===== src/rtl/lsu_if.sv =====
// rtl/lsu_if.sv - data-bus request/response bundle between the LSU and memory
interface lsu_if;
  logic        dreq_valid;
  logic        dreq_write;
  logic [63:0] dreq_addr;
  logic [1:0]  dreq_size;
  logic [7:0]  dreq_strobe;
  logic [63:0] dreq_data;
  logic        dresp_addr_ok;
  logic        dresp_data_ok;
  logic [63:0] dresp_data;

  modport master (
    output dreq_valid, dreq_write, dreq_addr, dreq_size, dreq_strobe, dreq_data,
    input  dresp_addr_ok, dresp_data_ok, dresp_data
  );

  modport slave (
    input  dreq_valid, dreq_write, dreq_addr, dreq_size, dreq_strobe, dreq_data,
    output dresp_addr_ok, dresp_data_ok, dresp_data
  );
endinterface


===== src/rtl/lsu.sv =====
// rtl/lsu.sv - load/store unit: one bus access per start, lane alignment and load extension
// Optional: LSU_MISALIGN_CHECK_EN completes misaligned accesses locally with a misalign flag.
module lsu (
  input  logic        clk,
  input  logic        rst,
  input  logic        start,
  input  logic        mem_read,
  input  logic        mem_write,
  input  logic [1:0]  msize,
  input  logic        munsigned,
  input  logic [63:0] addr,
  input  logic [63:0] wdata,
  lsu_if.master       dbus,
  output logic        lsu_busy,
  output logic        lsu_data_ok,
  output logic [63:0] rdata,
  output logic        misalign
);

  typedef enum logic [1:0] {IDLE, REQ, WAIT, DONE} state_e;

  state_e      state_q, state_d;
  logic [63:0] addr_q, addr_d;
  logic [63:0] wdata_q, wdata_d;
  logic [1:0]  size_q, size_d;
  logic        unsigned_q, unsigned_d;
  logic        write_q, write_d;
  logic [63:0] rdata_q, rdata_d;
  logic        valid_q, valid_d;
  logic        busy_q, busy_d;
  logic        done_q, done_d;
  logic        misalign_q, misalign_d;

  logic        start_misaligned;
  logic [7:0]  strobe_base;
  logic [63:0] shifted;
  logic [63:0] load_ext;

`ifdef LSU_MISALIGN_CHECK_EN
  always_comb begin
    case (msize)
      2'd0:    start_misaligned = 1'b0;
      2'd1:    start_misaligned = addr[0];
      2'd2:    start_misaligned = |addr[1:0];
      default: start_misaligned = |addr[2:0];
    endcase
  end
`else
  assign start_misaligned = 1'b0;
`endif

  always_comb begin
    case (size_q)
      2'd0:    strobe_base = 8'h01;
      2'd1:    strobe_base = 8'h03;
      2'd2:    strobe_base = 8'h0F;
      default: strobe_base = 8'hFF;
    endcase
  end

  // Bring the addressed lane down to bit 0 before sizing and extending.
  assign shifted = dbus.dresp_data >> {addr_q[2:0], 3'b000};

  always_comb begin
    case (size_q)
      2'd0:    load_ext = unsigned_q ? {56'd0, shifted[7:0]}  : {{56{shifted[7]}}, shifted[7:0]};
      2'd1:    load_ext = unsigned_q ? {48'd0, shifted[15:0]} : {{48{shifted[15]}}, shifted[15:0]};
      2'd2:    load_ext = unsigned_q ? {32'd0, shifted[31:0]} : {{32{shifted[31]}}, shifted[31:0]};
      default: load_ext = shifted;
    endcase
  end

  always_comb begin
    state_d    = state_q;
    addr_d     = addr_q;
    wdata_d    = wdata_q;
    size_d     = size_q;
    unsigned_d = unsigned_q;
    write_d    = write_q;
    rdata_d    = rdata_q;
    misalign_d = 1'b0;
    case (state_q)
      IDLE, DONE: begin
        state_d = IDLE;
        if (start) begin
          if ((mem_read || mem_write) && !start_misaligned) begin
            addr_d     = addr;
            wdata_d    = wdata;
            size_d     = msize;
            unsigned_d = munsigned;
            write_d    = mem_write;
            state_d    = REQ;
          end else begin
            misalign_d = start_misaligned && (mem_read || mem_write);
            state_d    = DONE;
          end
        end
      end
      REQ: begin
        if (dbus.dresp_addr_ok) begin
          if (dbus.dresp_data_ok) begin
            state_d = DONE;
            if (!write_q) rdata_d = load_ext;
          end else begin
            state_d = WAIT;
          end
        end
      end
      WAIT: begin
        if (dbus.dresp_data_ok) begin
          state_d = DONE;
          if (!write_q) rdata_d = load_ext;
        end
      end
      default: state_d = IDLE;
    endcase
    valid_d = (state_d == REQ);
    busy_d  = (state_d == REQ) || (state_d == WAIT);
    done_d  = (state_d == DONE);
  end

  always_ff @(posedge clk or posedge rst) begin
    if (rst) begin
      state_q    <= IDLE;
      addr_q     <= '0;
      wdata_q    <= '0;
      size_q     <= '0;
      unsigned_q <= 1'b0;
      write_q    <= 1'b0;
      rdata_q    <= '0;
      valid_q    <= 1'b0;
      busy_q     <= 1'b0;
      done_q     <= 1'b0;
      misalign_q <= 1'b0;
    end else begin
      state_q    <= state_d;
      addr_q     <= addr_d;
      wdata_q    <= wdata_d;
      size_q     <= size_d;
      unsigned_q <= unsigned_d;
      write_q    <= write_d;
      rdata_q    <= rdata_d;
      valid_q    <= valid_d;
      busy_q     <= busy_d;
      done_q     <= done_d;
      misalign_q <= misalign_d;
    end
  end

  assign dbus.dreq_valid  = valid_q;
  assign dbus.dreq_write  = write_q;
  assign dbus.dreq_addr   = addr_q;
  assign dbus.dreq_size   = size_q;
  assign dbus.dreq_strobe = strobe_base << addr_q[2:0];
  assign dbus.dreq_data   = wdata_q << {addr_q[2:0], 3'b000};

  assign lsu_busy    = busy_q;
  assign lsu_data_ok = done_q;
  assign rdata       = rdata_q;
  assign misalign    = misalign_q;

endmodule


===== src/flat_wrapper.sv =====
// flat-port wrapper written by rule: the top's interface ports become plain ports
module lsu_flat 
  (clk, rst, start, mem_read, mem_write, msize, munsigned, addr, wdata, lsu_busy, lsu_data_ok, rdata, misalign, dbus_dreq_valid, dbus_dreq_write, dbus_dreq_addr, dbus_dreq_size, dbus_dreq_strobe, dbus_dreq_data, dbus_dresp_addr_ok, dbus_dresp_data_ok, dbus_dresp_data);
  lsu_if dbus_i ();
  input  logic clk;
  input  logic rst;
  input  logic start;
  input  logic mem_read;
  input  logic mem_write;
  input  logic [1:0] msize;
  input  logic munsigned;
  input  logic [63:0] addr;
  input  logic [63:0] wdata;
  output logic lsu_busy;
  output logic lsu_data_ok;
  output logic [63:0] rdata;
  output logic misalign;
  output wire logic [$bits(dbus_i.dreq_valid)-1:0] dbus_dreq_valid;
  output wire logic [$bits(dbus_i.dreq_write)-1:0] dbus_dreq_write;
  output wire logic [$bits(dbus_i.dreq_addr)-1:0] dbus_dreq_addr;
  output wire logic [$bits(dbus_i.dreq_size)-1:0] dbus_dreq_size;
  output wire logic [$bits(dbus_i.dreq_strobe)-1:0] dbus_dreq_strobe;
  output wire logic [$bits(dbus_i.dreq_data)-1:0] dbus_dreq_data;
  input wire logic [$bits(dbus_i.dresp_addr_ok)-1:0] dbus_dresp_addr_ok;
  input wire logic [$bits(dbus_i.dresp_data_ok)-1:0] dbus_dresp_data_ok;
  input wire logic [$bits(dbus_i.dresp_data)-1:0] dbus_dresp_data;
  assign dbus_dreq_valid = dbus_i.dreq_valid;
  assign dbus_dreq_write = dbus_i.dreq_write;
  assign dbus_dreq_addr = dbus_i.dreq_addr;
  assign dbus_dreq_size = dbus_i.dreq_size;
  assign dbus_dreq_strobe = dbus_i.dreq_strobe;
  assign dbus_dreq_data = dbus_i.dreq_data;
  assign dbus_i.dresp_addr_ok = dbus_dresp_addr_ok;
  assign dbus_i.dresp_data_ok = dbus_dresp_data_ok;
  assign dbus_i.dresp_data = dbus_dresp_data;
  lsu u_core (.clk(clk), .rst(rst), .start(start), .mem_read(mem_read), .mem_write(mem_write), .msize(msize), .munsigned(munsigned), .addr(addr), .wdata(wdata), .dbus(dbus_i), .lsu_busy(lsu_busy), .lsu_data_ok(lsu_data_ok), .rdata(rdata), .misalign(misalign));
endmodule

===== config.mk =====
export PLATFORM = sky130hd
export DESIGN_NAME = lsu_flat
export DESIGN_NICKNAME = d
export VERILOG_FILES = /design/src/rtl/lsu_if.sv /design/src/rtl/lsu.sv /design/src/flat_wrapper.sv
export SDC_FILE = /design/constraint.sdc
export NUM_CORES = 1
export LEC_CHECK = 0
export CORE_ASPECT_RATIO = 0.8
export CORE_MARGIN = 10
export CORE_UTILIZATION = 46
export CTS_CLUSTER_SIZE = 8
export DETAILED_ROUTE_END_ITERATION = 10
export GPL_TIMING_DRIVEN = 1
export PLACE_DENSITY = 0.84
export SLEW_MARGIN = 20
export SYNTH_ARGS = -nofsm -noshare
export SYNTH_HDL_FRONTEND = slang
export SYNTH_SLANG_ARGS = --single-unit
export TNS_END_PERCENT = 30

===== constraint.sdc =====
create_clock -name clk -period 8.75 [get_ports clk]
set_clock_uncertainty 0.1 [all_clocks]
set_input_delay 1.75 -clock clk [delete_from_list [all_inputs] [get_ports clk]]
set_output_delay 1.75 -clock clk [all_outputs]
set_load 0.05 [all_outputs]

**Yosys cells after proc, flatten, opt, wreduce, memory -nomap -nowiden**

Index checks and enable logic that the tools add are counted.
W data, S select, Z words.

- Latch bits: 0
- Memories kept: 0
- ROM bits: 0
- Bits in registers: 201
- Output and inout port bits: 207
- RAM bits: 0

- $lt $le $gt $ge: 0
- Equality and inequality tests: 9
- Shift operators: 3
- Divide/modulo/power cells: 0
- $add $sub $neg: 0
- Multiply operators: 0
- Bitwise gates (word level): 0
- Multiplexer cells: 15
- Reductions and logical operators: 8

Operators by type and width:

| operator | count |
|---|---|
| $mux W64 | 6 |
| $pmux W64 S3 | 1 |
| $pmux W64 S2 | 1 |
| $shl A64 B6 Y64 | 1 |
| $shr A64 B6 Y64 | 1 |
| $pmux W8 S3 | 1 |
| $eq A2 B2 Y1 const B | 5 |
| $mux W2 | 4 |
| $shl A8 B3 Y8 | 1 |
| $eq A2 B1 Y1 const B | 3 |
| $pmux W2 S3 | 1 |
| $logic_not A2 Y1 | 2 |
| $reduce_and A3 Y1 | 1 |
| $logic_or A1 B1 Y1 | 2 |
| $ne A2 B2 Y1 const B | 1 |
| $reduce_and A2 Y1 | 1 |
| $reduce_bool A2 Y1 | 1 |
| $reduce_or A2 Y1 | 1 |
| $mux W1 | 1 |

**Depth between registers and ports, before layout**

Gate-level depths: netlist (run 1).

- Depth after elaboration: 7
- Depth in mapped cells: 9

**Least setup slack after synthesis (run 1)**

No wires, ideal clock.

- Path type: reg2out
- Start point: register u_core.addr_q[1], in the netlist u_core.dbus.dreq_addr[1]
- End point: output port dbus_dreq_strobe[6]
- Data arrival time: 2.852 ns
- Data required time: 6.900 ns
- Cell stages (with the launch flop): 10
- Path buffers: 5
- Path slack: 4.048 ns
- Path through: dfrtp_1 -> buf_6 -> buf_8 -> buf_12 -> buf_6 -> buf_6 -> nand2_1 -> a21oi_1 -> nor2_1 -> a221oi_1

- Cells in the longest elaborated chain, start to end: 1

RTL lines:

| what | RTL line | source |
|---|---|---|
| from (decl) | lsu.sv:23 | `logic [63:0] addr_q, addr_d;` |
| from (signal assigned) | lsu.sv:137 | `addr_q <= addr_d;` |
| $shl A8 B3 Y8 | lsu.sv:154 | `assign dbus.dreq_strobe = strobe_base << addr_q[2:0];` |
| to (decl) | flat_wrapper.sv:22 | `output wire logic [$bits(dbus_i.dreq_strobe)-1:0] dbus_dreq_strobe;` |

No other way between the ends.

**Final worst setup path (run 1)**

- Start point: register u_core.addr_q[0], in the netlist u_core.dbus.dreq_addr[0]
- End point: output port dbus_dreq_data[51]

- Cells in the longest elaborated chain, start to end: 1

RTL lines:

| what | RTL line | source |
|---|---|---|
| $shl A64 B6 Y64 | lsu.sv:155 | `assign dbus.dreq_data = wdata_q << {addr_q[2:0], 3'b000};` |
| to (decl) | flat_wrapper.sv:23 | `output wire logic [$bits(dbus_i.dreq_data)-1:0] dbus_dreq_data;` |

No other way between the ends.

==> impl_metrics.tcl, run 1 <==
set metrics [dict create \
    syn_area_mm2 0.0117 \
    drc 0 \
    crit_slowest_cell "dfrtp_4" \
    cp.arrival_ps 4110 \
    worstSetupEndpointType "primary output" \
    route.detailed.wl_per_inst_um 24.7 \
    synth_top_area_share_pct 42.9 \
    status "finished clean" \
    r2r_start "u_core.dbus.dreq_addr[0]$_DFFE_PP0P_" \
    maxCapViolations 0 \
    io_buffers 407 \
    synth_mux_area_share_pct 29.4 \
    hold_depth 1 \
    synth_nets 1305 \
    first_pass_iters 7 \
    grt_pass1_wl_um 65600 \
    synth_cells 1098 \
    crit_fanout 58 \
    track_usage_pct 26.1 \
    synth-simple-area-share_pct 9.99 \
    criticalPathCategory "flip-flop to primary output" \
    synth_top_family_by_area "multiplexers" \
    rsz0062_at_grt "no" \
    drv_slew 0 \
    r2r_cells 7 \
    worst_pin_slew_ps 991 \
    cp.required_ps 6900 \
    clock_path_buffers 3 \
    std_cell_rows 52 \
    cp-startpoint "u_core.dbus.dreq_addr[0]$_DFFE_PP0P_" \
    r2r_setup_slack_ps 5110 \
    cp_num_cells 8 \
    endpoint "dbus_dreq_data[51]" \
    yosys_warnings 0 \
    finish.instance_area_mm2 0.0165 \
    synth_compound_area_share_pct 11.9 \
    clkTransAtPathRegs_ps 50 \
    numCtsBuffers 29 \
    routabilityCongestion 1.01 \
    cts_resized 0 \
    ys_seq_area_share_pct 42.9 \
    ys_seq_elements 201 \
    synthAdderAreaFrac_pct 0.534 \
    die_w_um 198 \
    clock-root-buffer "clkbuf_16" \
    synthXorXnorAreaFrac_pct 0 \
    antenna_found_initial 10 \
    grt_pass1_vias 10600 \
    routed_wl_um 44300 \
    cts_hold_buffers 0 \
    setup_tns_ps 0 \
    dr_total_vias 10300 \
    cts.sinks 201 \
    relSlewSlack_pct 34.0 \
    die_h_um 163 \
    start_util_pct 46.5 \
    core-area_mm2 0.0252 \
    critPathBufInv 3 \
    avgSynthCellArea_um2 10.7 \
    ant_nets 0 \
    htree_levels 1 \
    crit_family "buffers and inverters" \
    clock_latency_ps 540 \
    min_period_ps 5960 \
    synth_top_cell_by_area "dfrtp_1" \
    nets 1661 \
    synth.distinct_cells 51 \
    drt_iter0_drc 842 \
    area_delta_synth_final_pct 41.1 \
    grt_start_max_net_pins 128 \
    fin_util_pct 65.7 \
    synthTopCellsByArea "dfrtp_1 43%, mux2_2 14%, mux2i_1 13%" \
    dp_hpwl_um 32900 \
    start_kind "flip-flop" \
    period_share_pct 68.1 \
    io_pins 409 \
    cp_slowest_stage_delay_ps 920 \
    fmax_mhz 168 \
    hold_violations 0 \
    drive_above_1_share_pct 15.3 \
    cts_setup_buffers 0 \
    place_area_mm2 0.0157 \
    grt-ovfl-total 0 \
    vias_per_cell 5.75 \
    die-area_mm2 0.0323 \
    finalSetupViolCount 0 \
    cp_cell_sequence "buf_4 > nor2b_1 > buf_4 > nand2_1 > o21ai_1 > nand2_1 > o21ai_1 > clkdlybuf4s50_1" \
    cts_tree "yes" \
    hold_path.class "flip-flop to flip-flop" \
    rr_endpoint "u_core.rdata[22]$_DFFE_PP0P_" \
]
-- worst register-to-register path, delay by kind of cell, from the launching register on --
family,cells,cell delay [ps]
flops,1,920
compound gates,2,350
buf+inv,2,930
simple gates,3,1170
-- cell usage after synthesis, drive strengths merged --
library cell	count
dfrtp	201
mux2	156
mux2i	151
nor2	102
nand2	89
buf	69
o21ai	63
a31oi	51
a21oi	47
nor2b	28
clkbuf	26
o22ai	16
nand3	10
a211oi	9
and2	9
inv	9
mux4	8
o22a	7
nand2b	6
o2bb2ai	6
ha	5
nor3	4
a21o	3
nand4	3
a211o	2
a221oi	2
a22oi	2
a32oi	2
nor4	2
a22o	1
a32o	1
conb	1
nand4b	1
nor3b	1
nor4b	1
o211ai	1
o221ai	1
o311a	1
or2	1
-- logic make-up after synthesis --
group | count (synthesis)
flops | 201
mux | 315
simple gates | 257
compound gates | 215
other cells | 1
buf+inv | 104
fa+ha+maj | 5
-- layout by cell type, fill, tap and decap left out, types with 3 or more instances in the layout --
cell type,instances
o21ai_1,43
a31oi_1,38
nand2_1,89
clkbuf_1,4
nor2_1,102
o21ai_0,20
clkdlybuf4s50_1,407
mux2_2,141
nand2b_1,6
buf_4,13
a21oi_1,47
nor2b_1,27
inv_2,3
mux4_2,8
a211oi_1,9
dfrtp_1,198
inv_1,5
a21o_1,3
mux2_1,15
o2bb2ai_1,6
nand3_1,10
a31oi_2,13
and2_1,9
diode_2,9
dfrtp_4,3
clkbuf_16,29
o22ai_1,16
ha_1,5
mux2i_1,151
o22a_1,7
-- how the worst min path moves through the flow --
stage,to,start
finish,u_core.wdata_q[51]$_DFFE_PP0P_,u_core.wdata_q[51]$_DFFE_PP0P_
global route,u_core.wdata_q[51]$_DFFE_PP0P_,u_core.wdata_q[51]$_DFFE_PP0P_
CTS,u_core.dbus.dreq_addr[40]$_DFFE_PP0P_,u_core.dbus.dreq_addr[40]$_DFFE_PP0P_
detailed placement,u_core.wdata_q[49]$_DFFE_PP0P_,u_core.wdata_q[49]$_DFFE_PP0P_
global placement,u_core.wdata_q[52]$_DFFE_PP0P_,u_core.wdata_q[52]$_DFFE_PP0P_
floorplan,u_core.wdata_q[48]$_DFFE_PP0P_,u_core.wdata_q[48]$_DFFE_PP0P_
-- final cells by class --
class / instances / area (µm²)
Clock buffer: 33 / 741
Timing Repair Buffer: 420 / 4170
Inverter: 9 / 41.3
Fill cell: 1927 / 8640
Clock inverter: 2 / 28.8
Antenna cell: 9 / 22.5
Sequential cell: 201 / 5040
Multi-Input combinational cell: 793 / 6090
Tap cell: 324 / 405
-- registers in the layout, summed over array words and instances (netlist names) --
register and count:
u_core.dbus.dreq_valid 1, u_core.unsigned_q 1, u_core.wdata_q 64, u_core.lsu_data_ok 1, u_core.dbus.dreq_addr 64, u_core.lsu_busy 1
u_core.dbus.dreq_size 2, u_core.rdata 64, u_core.dbus.dreq_write 1, u_core.state_q 2
-- per-stage QoR --
step,hold slack [ps],cells,worst slack [ps]
CTS,403,1782,2860
floorplan,372,1098,1420
detailed placement,389,1747,3440
global route,415,1791,2620
finish,403,1791,2790
global placement,385,1747,3490
-- metal layers --
| metal | global-route usage (%) | wire length (µm) | vias to the layer above |
|---|---|---|---|
| met5 | 0 | 7 | - |
| met4 | 9.45 | 1530 | 2 |
| met3 | 8.28 | 4510 | 86 |
| met2 | 41.7 | 20600 | 527 |
| met1 | 32.6 | 17600 | 5036 |
| li1 | - | - | 4656 |
Power of run 1 is not shown: default switching activity piles up to over one toggle a cycle in this logic, so the estimate is an artifact.
==> inputs of run 2 (changes only) <==
--- a/config.mk
+++ b/config.mk
@@ -7,11 +7,11 @@
 export LEC_CHECK = 0
 export CORE_ASPECT_RATIO = 0.8
 export CORE_MARGIN = 10
-export CORE_UTILIZATION = 46
+export CORE_UTILIZATION = 42
 export CTS_CLUSTER_SIZE = 8
 export DETAILED_ROUTE_END_ITERATION = 10
 export GPL_TIMING_DRIVEN = 1
-export PLACE_DENSITY = 0.84
+export PLACE_DENSITY = 0.81
 export SLEW_MARGIN = 20
 export SYNTH_ARGS = -nofsm -noshare
 export SYNTH_HDL_FRONTEND = slang
==> constraint.sdc (replaced) <==
create_clock -name clk -period 4.95 [get_ports clk]
set_clock_uncertainty 0.1 [all_clocks]
set_input_delay 0.99 -clock clk [delete_from_list [all_inputs] [get_ports clk]]
set_output_delay 0.99 -clock clk [all_outputs]
set_load 0.05 [all_outputs]
==> impl_metrics.tcl, run 2 (synthesized netlist as in run 1, its figures left out) <==
set metrics [dict create \
    fin_util_pct 60.7 \
    io_pins 409 \
    start_util_pct 42.8 \
    cp.arrival_ps 3390 \
    clock_latency_ps 560 \
    grt_pass1_vias 10700 \
    maxCapViolations 0 \
    crit_slowest_cell "dfrtp_4" \
    finish.instance_area_mm2 0.0166 \
    route.detailed.wl_per_inst_um 24.5 \
    fillers 2240 \
    io_buffers 407 \
    critPathBufInv 1 \
    crit_family "flip-flops" \
    worstSetupEndpointType "primary output" \
    clock_path_buffers 3 \
    cts_hold_buffers 0 \
    rsz0062_at_grt "no" \
    grt_start_max_net_pins 112 \
    htree_levels 1 \
    dr_total_vias 10300 \
    drv_slew 0 \
    hold_path.class "flip-flop to flip-flop" \
    track_usage_pct 24.6 \
    dp_cells 1791 \
    place_area_mm2 0.0158 \
    drt_iter0_drc 735 \
    drive_above_1_share_pct 16.4 \
    die-area_mm2 0.0350 \
    drc 0 \
    grt_pass1_wl_um 66600 \
    die_w_um 207 \
    core-area_mm2 0.0274 \
    ant_nets 0 \
    area_delta_synth_final_pct 41.7 \
    cp_cell_sequence "nand2b_1 > o22ai_1 > clkdlybuf4s50_1" \
    cp_slowest_stage_delay_ps 890 \
    nets 1665 \
    die_h_um 169 \
    antenna_found_initial 8 \
    relSlewSlack_pct 38.4 \
    cts_tree "yes" \
    cts.sinks 201 \
    crit_fanout 56 \
    cts_setup_buffers 0 \
    dp_hpwl_um 33800 \
    std_cell_rows 54 \
    vias_per_cell 5.61 \
    clock-root-buffer "clkbuf_16" \
    status "finished clean" \
    cp.required_ps 3860 \
    hold_violations 0 \
    seq_area_mm2 0.00504 \
    routabilityCongestion 0.988 \
    cts_resized 0 \
    min_period_ps 4480 \
    worst_pin_slew_ps 924 \
    start_kind "flip-flop" \
    first_pass_iters 5 \
    setup_tns_ps 0 \
    fmax_mhz 223 \
    clkTransAtPathRegs_ps 50 \
    finalSetupViolCount 0 \
    multi_input_area_mm2 0.00609 \
    final_cell_mix "395 x clkdlybuf4s50_1, 198 x dfrtp_1, 151 x mux2i_1, 141 x mux2_2, 102 x nor2_1" \
    grt-ovfl-total 0 \
    numCtsBuffers 29 \
    routed_wl_um 44800 \
    final_common_cell "clkdlybuf4s50_1" \
    criticalPathCategory "flip-flop to primary output" \
    layout.cells.non_filler 1832 \
    period_share_pct 90.5 \
]
run 2: per-stage QoR:
stage                     hold slack, ps  setup slack, ps
after CTS                            406              485
after floorplan                      372             1010
final                                404              469
after detailed placement             393             1080
after global placement               386             1110
after global routing                 425              349
run 2: final timing paths:
kind / to / slack [ps] / start / cells after the start
max: dbus_dreq_data[36] / 470 / u_core.dbus.dreq_addr[1]$_DFFE_PP0P_ / 3
min: u_core.dbus.dreq_addr[15]$_DFFE_PP0P_ / 400 / u_core.dbus.dreq_addr[15]$_DFFE_PP0P_ / 1
max reg2reg: u_core.rdata[16]$_DFFE_PP0P_ / 1210 / u_core.dbus.dreq_addr[1]$_DFFE_PP0P_ / 6
max in group asynchronous: u_core.wdata_q[33]$_DFFE_PP0P_ / 3160 / rst / 3
min in group asynchronous: u_core.dbus.dreq_addr[46]$_DFFE_PP0P_ / 660 / rst / 2
min reg2reg: u_core.dbus.dreq_addr[15]$_DFFE_PP0P_ / 400 / u_core.dbus.dreq_addr[15]$_DFFE_PP0P_ / 1
run 2: area by class of cell:
type                            instances  share of cell area (%)
Sequential cell                       201                    30.4
Clock inverter                          2                   0.173
Clock buffer                           32                    4.44
Antenna cell                            7                   0.105
Multi-Input combinational cell        793                    36.7
Timing Repair Buffer                  424                    25.3
Inverter                                9                   0.226
Tap cell                              364                    2.74
run 2: routing by layer:
metal / GRT usage (%) / vias to the layer above / share of wire [%]
met5: 0 / - / 0.029
met4: 8.74 / 2 / 3.2
met1: 30.6 / 5052 / 40
met3: 7.99 / 76 / 11
met2: 39.4 / 475 / 46
li1: - / 4671 / -
Power of run 2 is left out for the same reason.
==> inputs of run 3 (changes only) <==
--- a/config.mk
+++ b/config.mk
@@ -12,6 +12,7 @@
 export DETAILED_ROUTE_END_ITERATION = 10
 export GPL_TIMING_DRIVEN = 1
 export PLACE_DENSITY = 0.81
+export REMOVE_ABC_BUFFERS = 1
 export SLEW_MARGIN = 20
 export SYNTH_ARGS = -nofsm -noshare
 export SYNTH_HDL_FRONTEND = slang
==> impl_metrics.tcl, run 3 (synthesized netlist as in run 1, its figures left out) <==
set metrics [dict create \
    rsz0062_at_grt "no" \
    clkTransAtPathRegs_ps 60 \
    cp_slowest_stage_delay_ps 880 \
    criticalPathCategory "flip-flop to primary output" \
    grt_start_max_net_pins 132 \
    routabilityCongestion 0.895 \
    drv_slew 0 \
    min_period_ps 4580 \
    io_buffers 407 \
    fillers 2243 \
    cts.sinks 201 \
    vias_per_cell 5.54 \
    crit_slowest_cell "clkdlybuf4s50_1" \
    die_h_um 169 \
    antenna_found_initial 4 \
    dp_hpwl_um 31600 \
    io_pins 409 \
    drt_iter0_drc 580 \
    hold_path.class "flip-flop to flip-flop" \
    cp.required_ps 3860 \
    drc 0 \
    fin_util_pct 60.9 \
    cts_tree "yes" \
    period_share_pct 92.6 \
    start_kind "flip-flop" \
    die-area_mm2 0.0350 \
    critPathBufInv 2 \
    crit_family "buffers and inverters" \
    final.setup.worst_slack_ps 367 \
    area_delta_synth_final_pct 42.3 \
    routed_wl_um 43500 \
    hold_violations 0 \
    ant_nets 0 \
    numCtsBuffers 29 \
    grt_pass1_vias 10600 \
    htree_levels 1 \
    cts_resized 0 \
    pre_cts_ws_ps 951 \
    drive_above_1_share_pct 15.9 \
    start_util_pct 42.8 \
    worst_pin_slew_ps 1120 \
    cts_setup_buffers 0 \
    crit_fanout 37 \
    grt-ovfl-total 0 \
    grt_pass1_wl_um 64800 \
    die_w_um 207 \
    cp.arrival_ps 3490 \
    clock-root-buffer "clkbuf_16" \
    dr_total_vias 10200 \
    finalSetupViolCount 0 \
    nets 1670 \
    clock_path_buffers 3 \
    std_cell_rows 54 \
    route.detailed.wl_per_inst_um 23.7 \
    relSlewSlack_pct 25.2 \
    final_common_cell "clkdlybuf4s50_1" \
    cp_cell_sequence "nor2b_2 > buf_4 > nand2_1 > o21ai_1 > nor2b_1 > clkdlybuf4s50_1" \
    cts_hold_buffers 0 \
    fmax_mhz 218 \
    clock_latency_ps 550 \
    worstSetupEndpointType "primary output" \
    first_pass_iters 5 \
    core-area_mm2 0.0274 \
    status "finished clean" \
    maxCapViolations 0 \
    final_cell_mix "407 x clkdlybuf4s50_1, 198 x dfrtp_1, 151 x mux2i_1, 141 x mux2_2, 102 x nor2_1" \
    track_usage_pct 23.9 \
]
run 3: through the flow:
step                      cells  hold WS (ps)  setup TNS [ps]  instance area, µm²
after floorplan            1003           372         -951980               11100
after detailed placement   1796           392               0               15900
after global routing       1833           409               0               16700
after CTS                  1830           403               0               16700
final                      1837           400               0               16700
after global placement     1796           386               0               15900
run 3: worst reg2reg max path, cell delays in order (launching register included):
cell and delay (ps):
dfrtp_4 720, buf_4 530, nand3_1 210, nand4_2 160, and2_1 890, a31oi_1 210
run 3: layout make-up:
cell class | instances | area, µm² | share of cell area [%]
Antenna cell | 7 | 17.5 | 0.105
Sequential cell | 201 | 5040 | 30.2
Inverter | 9 | 41.3 | 0.248
Clock inverter | 2 | 28.8 | 0.173
Clock buffer | 32 | 737 | 4.42
Tap cell | 364 | 455 | 2.73
Timing Repair Buffer | 429 | 4280 | 25.6
Multi-Input combinational cell | 793 | 6080 | 36.5
run 3: final timing paths:
kind	start	to	slack, ps	cells past startpoint
setup / recovery	u_core.dbus.dreq_addr[0]$_DFFE_PP0P_	dbus_dreq_data[18]	370	6
setup reg to reg	u_core.dbus.dreq_addr[0]$_DFFE_PP0P_	u_core.rdata[31]$_DFFE_PP0P_	1960	5
hold / removal	u_core.dbus.dreq_addr[50]$_DFFE_PP0P_	u_core.dbus.dreq_addr[50]$_DFFE_PP0P_	400	1
max in group asynchronous	rst	u_core.rdata[4]$_DFFE_PP0P_	2870	3
hold reg to reg	u_core.dbus.dreq_addr[50]$_DFFE_PP0P_	u_core.dbus.dreq_addr[50]$_DFFE_PP0P_	400	1
min in group asynchronous	rst	u_core.dbus.dreq_addr[10]$_DFFE_PP0P_	870	2
run 3: layer usage:
| layer | vias to the layer above | part of all wire, % | global-route usage, % | wire, µm |
|---|---|---|---|---|
| met2 | 454 | 47 | 39.7 | 20500 |
| met1 | 4984 | 40 | 28.0 | 17200 |
| met3 | 65 | 10 | 8.85 | 4540 |
| met5 | - | 0 | 0 | 0 |
| li1 | 4678 | - | - | - |
| met4 | 0 | 3.0 | 7.77 | 1290 |
Power of run 3 is left out for the same reason.
